<file path="config.mk">
export PLATFORM = sky130hd
export DESIGN_NAME = rr_requester_flat
export DESIGN_NICKNAME = d
export VERILOG_FILES = /design/src/rtl/rr_requester_if.sv /design/src/rtl/rr_requester.sv /design/src/flat_wrapper.sv
export SDC_FILE = /design/constraint.sdc
export NUM_CORES = 1
export LEC_CHECK = 0
export BUFFER_PORTS_ARGS = -buffer_cell sky130_fd_sc_hd__buf_2
export CORE_ASPECT_RATIO = 0.8
export CORE_MARGIN = 2
export CORE_UTILIZATION = 40
export CTS_CLUSTER_DIAMETER = 30
export DETAILED_ROUTE_END_ITERATION = 8
export SYNTH_ARGS = -nofsm -noshare
export SYNTH_HDL_FRONTEND = slang
export SYNTH_SLANG_ARGS = --single-unit
</file>
<file path="constraint.sdc">
create_clock -name clk -period 1.6 [get_ports clk]
set_input_delay 0.08 -clock clk [delete_from_list [all_inputs] [get_ports clk]]
set_output_delay 0.08 -clock clk [all_outputs]
set_load 0.01 [all_outputs]
</file>
<file path="src/rtl/rr_requester_if.sv">
// Client-side bundle of the rr_if protocol: per-client valid/ready/data inputs,
// request/grant exchange with the arbiter, and the single-entry output stage.
interface rr_requester_if #(
  parameter int N = 4,
  parameter int W = 8
);
  localparam int IW = $clog2(N);

  logic [N-1:0]   in_valid;
  logic [N-1:0]   in_ready;
  logic [N*W-1:0] in_data;
  logic [N-1:0]   req;
  logic [N-1:0]   grant;
  logic           out_valid;
  logic           out_ready;
  logic [W-1:0]   out_data;
  logic [IW-1:0]  out_id;
  logic [N-1:0]   starve_err;

  // The requester block itself.
  modport slave (
    input  in_valid, in_data, grant, out_ready,
    output in_ready, req, out_valid, out_data, out_id, starve_err
  );

  // Clients, arbiter and downstream consumer seen as one environment.
  modport master (
    output in_valid, in_data, grant, out_ready,
    input  in_ready, req, out_valid, out_data, out_id, starve_err
  );
endinterface

</file>
<file path="src/rtl/rr_requester.sv">
// Round-robin arbiter front end: one holding register per client, request
// generation, grant consumption into a registered output stage, starvation flags.
module rr_requester #(
  parameter int N        = 4,
  parameter int W        = 8,
  parameter int MAX_WAIT = 16
) (
  input  logic         clk,
  input  logic         reset,
  rr_requester_if.slave bus
);
  localparam int IW = $clog2(N);
  localparam int CW = $clog2(MAX_WAIT + 1);

  typedef enum logic {IDLE, BUSY} out_state_e;

  out_state_e    state_q, state_d;
  logic [N-1:0]  pending_q, pending_d;
  logic [W-1:0]  hold_q [N];
  logic [W-1:0]  hold_d [N];
  logic [CW-1:0] wait_q [N];
  logic [CW-1:0] wait_d [N];
  logic [N-1:0]  starve_q, starve_d;
  logic [W-1:0]  out_data_q, out_data_d;
  logic [IW-1:0] out_id_q, out_id_d;

  logic [N-1:0]  hit;
  logic [IW-1:0] take_idx;
  logic          free;
  logic          take;

  always_comb begin
    // NOTE: every _d gets a default first so no path through this block infers a latch.
    pending_d  = pending_q;
    hold_d     = hold_q;
    wait_d     = wait_q;
    starve_d   = starve_q;
    state_d    = state_q;
    out_data_d = out_data_q;
    out_id_d   = out_id_q;

    // Only a grant to a pending client counts; a multi-hot grant resolves to its lowest pending bit.
    hit      = bus.grant & pending_q;
    take_idx = '0;
    for (int i = N - 1; i >= 0; i--) begin
      if (hit[i]) take_idx = IW'(i);
    end
    free = (state_q == IDLE) || bus.out_ready;
    take = (|hit) && free;

    for (int i = 0; i < N; i++) begin
      if (take && (take_idx == IW'(i))) begin
        pending_d[i] = 1'b0;
        wait_d[i]    = '0;
      end else if (!pending_q[i]) begin
        wait_d[i] = '0;
        if (bus.in_valid[i]) begin
          pending_d[i] = 1'b1;
          hold_d[i]    = bus.in_data[i*W +: W];
        end
      end else begin
        if (wait_q[i] != CW'(MAX_WAIT)) wait_d[i] = wait_q[i] + CW'(1);
        if (wait_d[i] == CW'(MAX_WAIT)) starve_d[i] = 1'b1;
      end
    end

    // A take while draining keeps the stage BUSY with the new payload, so no bubble.
    if (take) begin
      state_d    = BUSY;
      out_data_d = hold_q[take_idx];
      out_id_d   = take_idx;
    end else if (bus.out_ready) begin
      state_d = IDLE;
    end
  end

  // NOTE: sequential state uses non-blocking assignments so every flop samples pre-edge values.
  always_ff @(posedge clk) begin
    if (reset) begin
      state_q    <= IDLE;
      pending_q  <= '0;
      starve_q   <= '0;
      out_data_q <= '0;
      out_id_q   <= '0;
      for (int i = 0; i < N; i++) wait_q[i] <= '0;
    end else begin
      state_q    <= state_d;
      pending_q  <= pending_d;
      starve_q   <= starve_d;
      out_data_q <= out_data_d;
      out_id_q   <= out_id_d;
      wait_q     <= wait_d;
    end
  end

  // NOTE: payload registers are deliberately unreset; they are only read while pending is set.
  always_ff @(posedge clk) begin
    hold_q <= hold_d;
  end

  assign bus.in_ready   = ~pending_q;
  assign bus.req        = pending_q;
  assign bus.out_valid  = (state_q == BUSY);
  assign bus.out_data   = out_data_q;
  assign bus.out_id     = out_id_q;
  assign bus.starve_err = starve_q;
endmodule

</file>
<file path="src/flat_wrapper.sv">
// flat-port wrapper written by rule: the top's interface ports become plain ports
module rr_requester_flat 
#(
  parameter int N        = 4,
  parameter int W        = 8,
  parameter int MAX_WAIT = 16
)
  (clk, reset, bus_in_valid, bus_in_data, bus_grant, bus_out_ready, bus_in_ready, bus_req, bus_out_valid, bus_out_data, bus_out_id, bus_starve_err);
  rr_requester_if #(.N(N), .W(W)) bus_i ();
  input  logic clk;
  input  logic reset;
  input wire logic [$bits(bus_i.in_valid)-1:0] bus_in_valid;
  input wire logic [$bits(bus_i.in_data)-1:0] bus_in_data;
  input wire logic [$bits(bus_i.grant)-1:0] bus_grant;
  input wire logic [$bits(bus_i.out_ready)-1:0] bus_out_ready;
  output wire logic [$bits(bus_i.in_ready)-1:0] bus_in_ready;
  output wire logic [$bits(bus_i.req)-1:0] bus_req;
  output wire logic [$bits(bus_i.out_valid)-1:0] bus_out_valid;
  output wire logic [$bits(bus_i.out_data)-1:0] bus_out_data;
  output wire logic [$bits(bus_i.out_id)-1:0] bus_out_id;
  output wire logic [$bits(bus_i.starve_err)-1:0] bus_starve_err;
  assign bus_i.in_valid = bus_in_valid;
  assign bus_i.in_data = bus_in_data;
  assign bus_i.grant = bus_grant;
  assign bus_i.out_ready = bus_out_ready;
  assign bus_in_ready = bus_i.in_ready;
  assign bus_req = bus_i.req;
  assign bus_out_valid = bus_i.out_valid;
  assign bus_out_data = bus_i.out_data;
  assign bus_out_id = bus_i.out_id;
  assign bus_starve_err = bus_i.starve_err;
  rr_requester #(.N(N), .W(W), .MAX_WAIT(MAX_WAIT)) u_core (.clk(clk), .reset(reset), .bus(bus_i));
endmodule
</file>
==> metrics.md, run 1 <==
| Metric | Value |
|---|---|
| CP Launch Point | `u_core.wait_q[10]$_SDFF_PP0_` |
| Final Cell Area | `4040 µm²` |
| Crit path max fanout | `5` |
| Sequential Power Share | `0.517` |
| Site Rows | `28` |
| Placer Congestion | `0.7713` |
| Post-synth cell types | `52` |
| Top Layer Used | `met4` |
| Synthesized area | `2990 µm²` |
| # DRC | `0` |
| Core area | `7322 µm²` |
| R2R Setup Slk | `0.07 ns` |
| Synth Flop Type | `dfxtp_1` |
| Max_slew headroom | `0.7603` |
| Worst VDD drop | `0.0005813 V` |
| Worst r2r src | `u_core.wait_q[10]$_SDFF_PP0_` |
| Clk_lat worst skew | `0.36 ns` |
| Initial antenna violation count | `0` |
| Layout area overhead | `35.10%` |
| Nets | `417` |
| Asr flop ratio synth | `0` |
| Clk root buf | `clkbuf_8` |
| Final Cycle Share | `0.9532` |
| Depth of the CTS H-tree | `3` |
| Max Cap Viol | `0` |
| Flops & latches, synth | `71` |
| Final hold vios | `0` |
| HP Start | `bus_in_valid[3]` |
| Post-synthesis cell count | `249` |
| WP data required | `1.90 ns` |
| Share of cells above drive strength 1 | `0.3100` |
| Setup TNS | `0 ns` |
| Largest net degree at the start of global routing | `17` |
| Final Skew | `0.009796 ns` |
| Syn_nets | `300` |
| CP Capture Type | `register` |
| Number of synthesized flops with an enable pin | `32` |
| Post-synth top cells | `39 x dfxtp_1, 32 x edfxtp_1, 21 x nor2_1, 16 x inv_1, 16 x nand2_1` |
| Crit path arrival time | `1.82 ns` |
| DRT iter0 DRCs | `80` |
| Max frequency | `655.7 MHz` |
| Max Buffers Root-to-Sink | `2` |
| CTS clk-pin slew, worst paths | `0.07 ns` |
| Dpl ws | `0.06575 ns` |
| Footprint of the multi-input gates | `1165 µm²` |
| Register area | `1743 µm²` |
| Grt ovf | `0` |
| Switch share | `0.2496` |
| I/O pin count | `66` |
| Hpwl dp | `4555 µm` |
| P_int | `0.002972 W` |
| Total chip power | `0.003960 W` |
| WL met3 | `310 µm` |
| Vert. Die Dim | `81.34 µm` |
| Syn_area_per_cell | `12.01 µm²` |
| Synth area leaders | `edfxtp_1 32%, dfxtp_1 26%, ha_1 3.3%, nor2_1 2.6%, a222oi_1 2.3%` |
| Minimum clock period | `1.525 ns` |
| Die Area | `8188 µm²` |
| Largest area contributor in the netlist | `edfxtp_1` |
| Vias per Instance | `4.991` |
| Final Instance Count excl. Fillers | `461` |
| Leak pwr | `1.603 nW` |
| Combinational share of power | `0.126` |
| Number of buffers created by CTS | `9` |
| Clock sink count | `71` |
| Final wirelength | `6605 µm` |
| Max-slew violation count | `0` |
| Met1 Wirelength | `3023 µm` |
| Global-route wire length before repair | `10410 µm` |
| Seq/Total Area, Yosys | `0.5824` |
| Vias in the first global route | `2202` |
| Min-delay worst type | `in2reg` |
| Port Buf Inserts | `65` |
| Final setup viols | `0` |
| Yosys top cell area share | `0.3213` |
| Slew @ Worst Pin | `0.3591 ns` |
| Iteration count of the initial detailed-routing pass | `7` |
| Status | `finished, final reports clean` |
| Routed wl met2 | `3174 µm` |
| Total track usage | `0.1705` |
| Min setup slack post-route | `0.07486 ns` |
| Yosys warns | `0` |
| Most common cell in the netlist | `dfxtp_1` |
| Post-Place Cell Area | `3490 µm²` |
| DR WL/cell | `14.33 µm` |
| Critical path class | `reg2reg` |
| Psw | `0.0009882 W` |
| Antenna viol nets, final | `0` |
| Clock share of power | `0.357` |
| CTS tree | `done` |
| Vias | `2301` |
| Fillers | `640` |
| Inst Count DP | `411` |
| Crit start category | `register` |
| Power Dens Cells | `980.1 nW/µm²` |
| N_diodes | `0` |
| Initial Utilization | `0.4084` |
| Die span in x | `100.7 µm` |
## repair_timing
item                                    4_1_cts  5_1_grt
buffers inserted                              0        0
endpoints found under the setup margin        0        3
hold buffers                                 34        0
gates resized for setup                       0        3
hold endpoints to repair                     34        0
## cell usage in the layout, fill, tap and decap left out, types with 2 or more instances in the layout
cell type      synthesis  routed
ha_1                   8       8
and2b_1                4       4
dfxtp_1               39      38
nand3b_1               2       2
buf_4                  1      13
nor2_1                21      21
clkbuf_8               0       9
a22o_1                 5       5
dlygate4sd3_1          0      34
inv_1                 16      16
mux2_2                 2       2
a222oi_1               7       7
a32o_1                 7       7
xor2_1                 7       7
a21oi_1               10      10
clkinv_4               0       3
mux2i_1                2       2
and2_1                 2       2
nand2b_1               2       2
and4bb_2               2       2
nand2_1               16      16
nand3_1               13      13
edfxtp_1              32      32
xnor2_1                6       6
nor3_1                 6       6
nor2_2                 3       3
a211oi_1               4       4
buf_2                  2      65
## worst paths after layout
| path | end | cells after the start |
|---|---|---|
| max reg2reg | u_core.bus.starve_err[1]$_SDFFE_PP0P_ | 6 |
| min reg2reg | u_core.bus.starve_err[1]$_SDFFE_PP0P_ | 1 |
| max | u_core.bus.starve_err[1]$_SDFFE_PP0P_ | 6 |
| min | u_core.bus.req[3]$_SDFF_PP0_ | 3 |
## per-layer routing
metal  GRT usage  up-vias
met5           0        -
met4     0.07397        0
met3     0.04647        9
met2      0.2820       57
met1      0.2108     1079
li1            -     1156
## flip-flops by register name, indices dropped and copies added (netlist names)
signal,flops
u_core.hold_q,32
u_core.wait_q,20
u_core.bus.out_data,8
u_core.bus.req,4
u_core.bus.starve_err,4
u_core.bus.out_id,2
u_core.bus.out_valid,1
## cells by family (layout without fill, tap and decap cells)
group           after synthesis  in the layout  share of synthesized area
compound gates               50             50                     0.1552
buf+inv                      22            144                    0.03222
xor+xnor                     13             13                    0.03808
flops                        71             71                     0.5824
simple gates                 81             81                     0.1444
fa+ha+maj                     8              8                    0.03347
mux                           4              4                    0.01423
## power by group through the flow
stage,combinational [W],sequential (W),clock (W)
3_5_place_dp,0.000435,0.00209,0
4_1_cts,0.000499,0.00204,0.00146
5_1_grt,0.000551,0.00205,0.00154
6_report,0.000500,0.00205,0.00141
2_1_floorplan,0.000226,0.00210,0
3_3_place_gp,0.000431,0.00208,0
## worst max-delay path: stages, from the launching register on
cell and delay, ns:
dfxtp_1 0.38, inv_1 0.11, ha_1 0.20, and4bb_2 0.27
nor4b_2 0.24, a22o_1 0.18, a22o_1 0.11
## area by class of cell
cell class,instances,share of cell area
well taps,90,0.02787
repair buffers,112,0.1889
multi-input cells,156,0.2883
clock buffers,10,0.03159
flip-flops and latches,71,0.4314
inverters,16,0.01487
clock inverters,6,0.01703
## through the flow
stage          utilization  hold WS, ns
3_5_place_dp        0.4766       0.2581
6_report            0.5518      0.01731
5_1_grt             0.5518      0.03741
4_1_cts             0.5499     0.003074
2_1_floorplan            -       0.1789
3_3_place_gp        0.4766       0.2564
No activity file was read; power rests on OpenSTA's default activity.
==> run 2: changes to the inputs <==
==> constraint.sdc (replaced) <==
create_clock -name clk -period 1.9 [get_ports clk]
set_input_delay 0.095 -clock clk [delete_from_list [all_inputs] [get_ports clk]]
set_output_delay 0.095 -clock clk [all_outputs]
set_load 0.01 [all_outputs]
==> run 2 against run 1 <==
Effect of this change: maximum frequency decreased by 3.6%; core utilization fell by 1.4 points; via count decreased by 0.74%; final area is 2.5% lower; critical endpoint unchanged; largest power group unchanged.
==> metrics.md, run 2 (same netlist as run 1, synthesis figures left out) <==
| Metric | Value |
|---|---|
| Vias | `2284` |
| Crit start category | `register` |
| Top Layer Used | `met4` |
| Status | `finished, final reports clean` |
| CTS clk-pin slew, worst paths | `0.07 ns` |
| Largest net degree at the start of global routing | `18` |
| Leak pwr | `1.543 nW` |
| Final wirelength | `6531 µm` |
| Max-slew violation count | `0` |
| Power Dens Cells | `847.9 nW/µm²` |
| Max frequency | `632.0 MHz` |
| Clk root buf | `clkbuf_8` |
| N_diodes | `0` |
| Max Buffers Root-to-Sink | `2` |
| Commonest non-fill, non-tap cell in the layout | `buf_2` |
| Clk_lat worst skew | `0.35 ns` |
| Initial Utilization | `0.4084` |
| Met1 Wirelength | `3038 µm` |
| Crit path max fanout | `5` |
| DR WL/cell | `14.51 µm` |
| Total chip power | `0.003340 W` |
| Min-delay worst type | `in2reg` |
| Initial antenna violation count | `0` |
| CP Capture Type | `register` |
| Minimum clock period | `1.582 ns` |
| Final setup viols | `0` |
| Site Rows | `28` |
| Worst VDD drop | `0.0004258 V` |
| Grt ovf | `0` |
| Iteration count of the initial detailed-routing pass | `4` |
| Dpl ws | `0.3559 ns` |
| Die span in x | `100.7 µm` |
| Final hold vios | `0` |
| Routed wl met2 | `3098 µm` |
| Layout area overhead | `31.72%` |
| Final Instance Count excl. Fillers | `450` |
| DRT iter0 DRCs | `102` |
| Total track usage | `0.1683` |
| Share of cells above drive strength 1 | `0.2889` |
| Commonest cells after routing, fill and taps aside | `65 x buf_2, 39 x dfxtp_1, 32 x dlygate4sd3_1, 32 x edfxtp_1, 21 x nor2_1` |
| Hpwl dp | `4535 µm` |
| # DRC | `0` |
| Port Buf Inserts | `65` |
| Setup TNS | `0 ns` |
| CTS tree | `done` |
| Vias per Instance | `5.076` |
| RSZ-0062 raised after global routing | `false` |
| Max reg flops | `32` |
| Final Skew | `0.01108 ns` |
| Min setup slack post-route | `0.3178 ns` |
| Inst Count DP | `402` |
| Antenna viol nets, final | `0` |
| Critical path class | `reg2reg` |
| Post-CTS sizing | `0` |
| Vias in the first global route | `2174` |
| Placer Congestion | `0.7850` |
| WL met3 | `328 µm` |
| Slew @ Worst Pin | `0.5492 ns` |
| Biggest register | `u_core.hold_q` |
| Global-route wire length before repair | `10330 µm` |
| Crit path arrival time | `1.88 ns` |
| Register area | `1742 µm²` |
| Nets | `406` |
| Final Cycle Share | `0.8327` |
| Vert. Die Dim | `81.34 µm` |
| Core area | `7322 µm²` |
| Depth of the CTS H-tree | `3` |
| WP data required | `2.20 ns` |
| Die Area | `8188 µm²` |
| I/O pin count | `66` |
| Fin util | `0.5379` |
| Footprint of the multi-input gates | `1152 µm²` |
| Number of buffers created by CTS | `9` |
| Max Cap Viol | `0` |
| Clock sink count | `71` |
| Max_slew headroom | `0.6322` |
| Fillers | `666` |
## run 2: cell count changes in the layout (fill, tap and decap cells not counted)
cell	previous run	this run
a311oi_1	1	2
buf_4	13	4
dlygate4sd3_1	34	32
inv_6	1	2
nor4b_2	1	0
a311oi_2	1	0
dfxtp_2	1	0
clkinv_4	3	1
clkinv_2	0	1
clkinvlp_4	0	1
clkinv_1	1	0
dfxtp_1	38	39
nor4b_1	1	2
## run 2: path summary, 6_finish.rpt
check,startpoint,end,slack (ns),cells after the start
setup / recovery,u_core.wait_q[10]$_SDFF_PP0_,u_core.bus.starve_err[1]$_SDFFE_PP0P_,0.32,6
hold / removal,bus_in_valid[1],u_core.bus.req[1]$_SDFF_PP0_,0.02,3
setup reg to reg,u_core.wait_q[10]$_SDFF_PP0_,u_core.bus.starve_err[1]$_SDFFE_PP0P_,0.32,6
hold reg to reg,u_core.bus.starve_err[0]$_SDFFE_PP0P_,u_core.bus.starve_err[0]$_SDFFE_PP0P_,0.46,2
## run 2: layer usage
metal / track usage / vias to the layer above
met5: 0 / -
met4: 0.04658 / 0
met3: 0.06110 / 9
met2: 0.2780 / 59
met1: 0.2089 / 1074
li1: - / 1142
## run 2: per-stage QoR
step,hold WS [ns],instance area [µm²]
after floorplan,0.1939,2990
after global placement,0.2713,3422
after detailed placement,0.2731,3422
after CTS,0.005363,3939
after global routing,0.03382,3939
final,0.01921,3939
## run 2: cell type report
cell class | instances | area share
clock buffer | 10 | 0.03240
clock inverter | 6 | 0.01747
inverter | 16 | 0.01525
multi-input combinational | 156 | 0.2926
sequential | 71 | 0.4422
tap | 90 | 0.02859
timing repair buffer | 101 | 0.1715
## run 2: power breakdown
part,switching [W],internal [W]
sequential,0.0000469,0.00168
clock,0.000606,0.000616
combinational,0.000202,0.000188
total,0.000855,0.00248
## run 2: critical path: stages, from the launching register on
cell	delay, ns
dfxtp_1	0.38
inv_1	0.10
ha_1	0.21
and4bb_2	0.27
nor4b_1	0.27
a22o_1	0.19
a22o_1	0.11
## run 2: timing repair
| item | CTS | global route |
|---|---|---|
| hold buffers | 32 | 0 |
| buffers inserted | 0 | 0 |
| endpoints found under the hold margin | 32 | 0 |
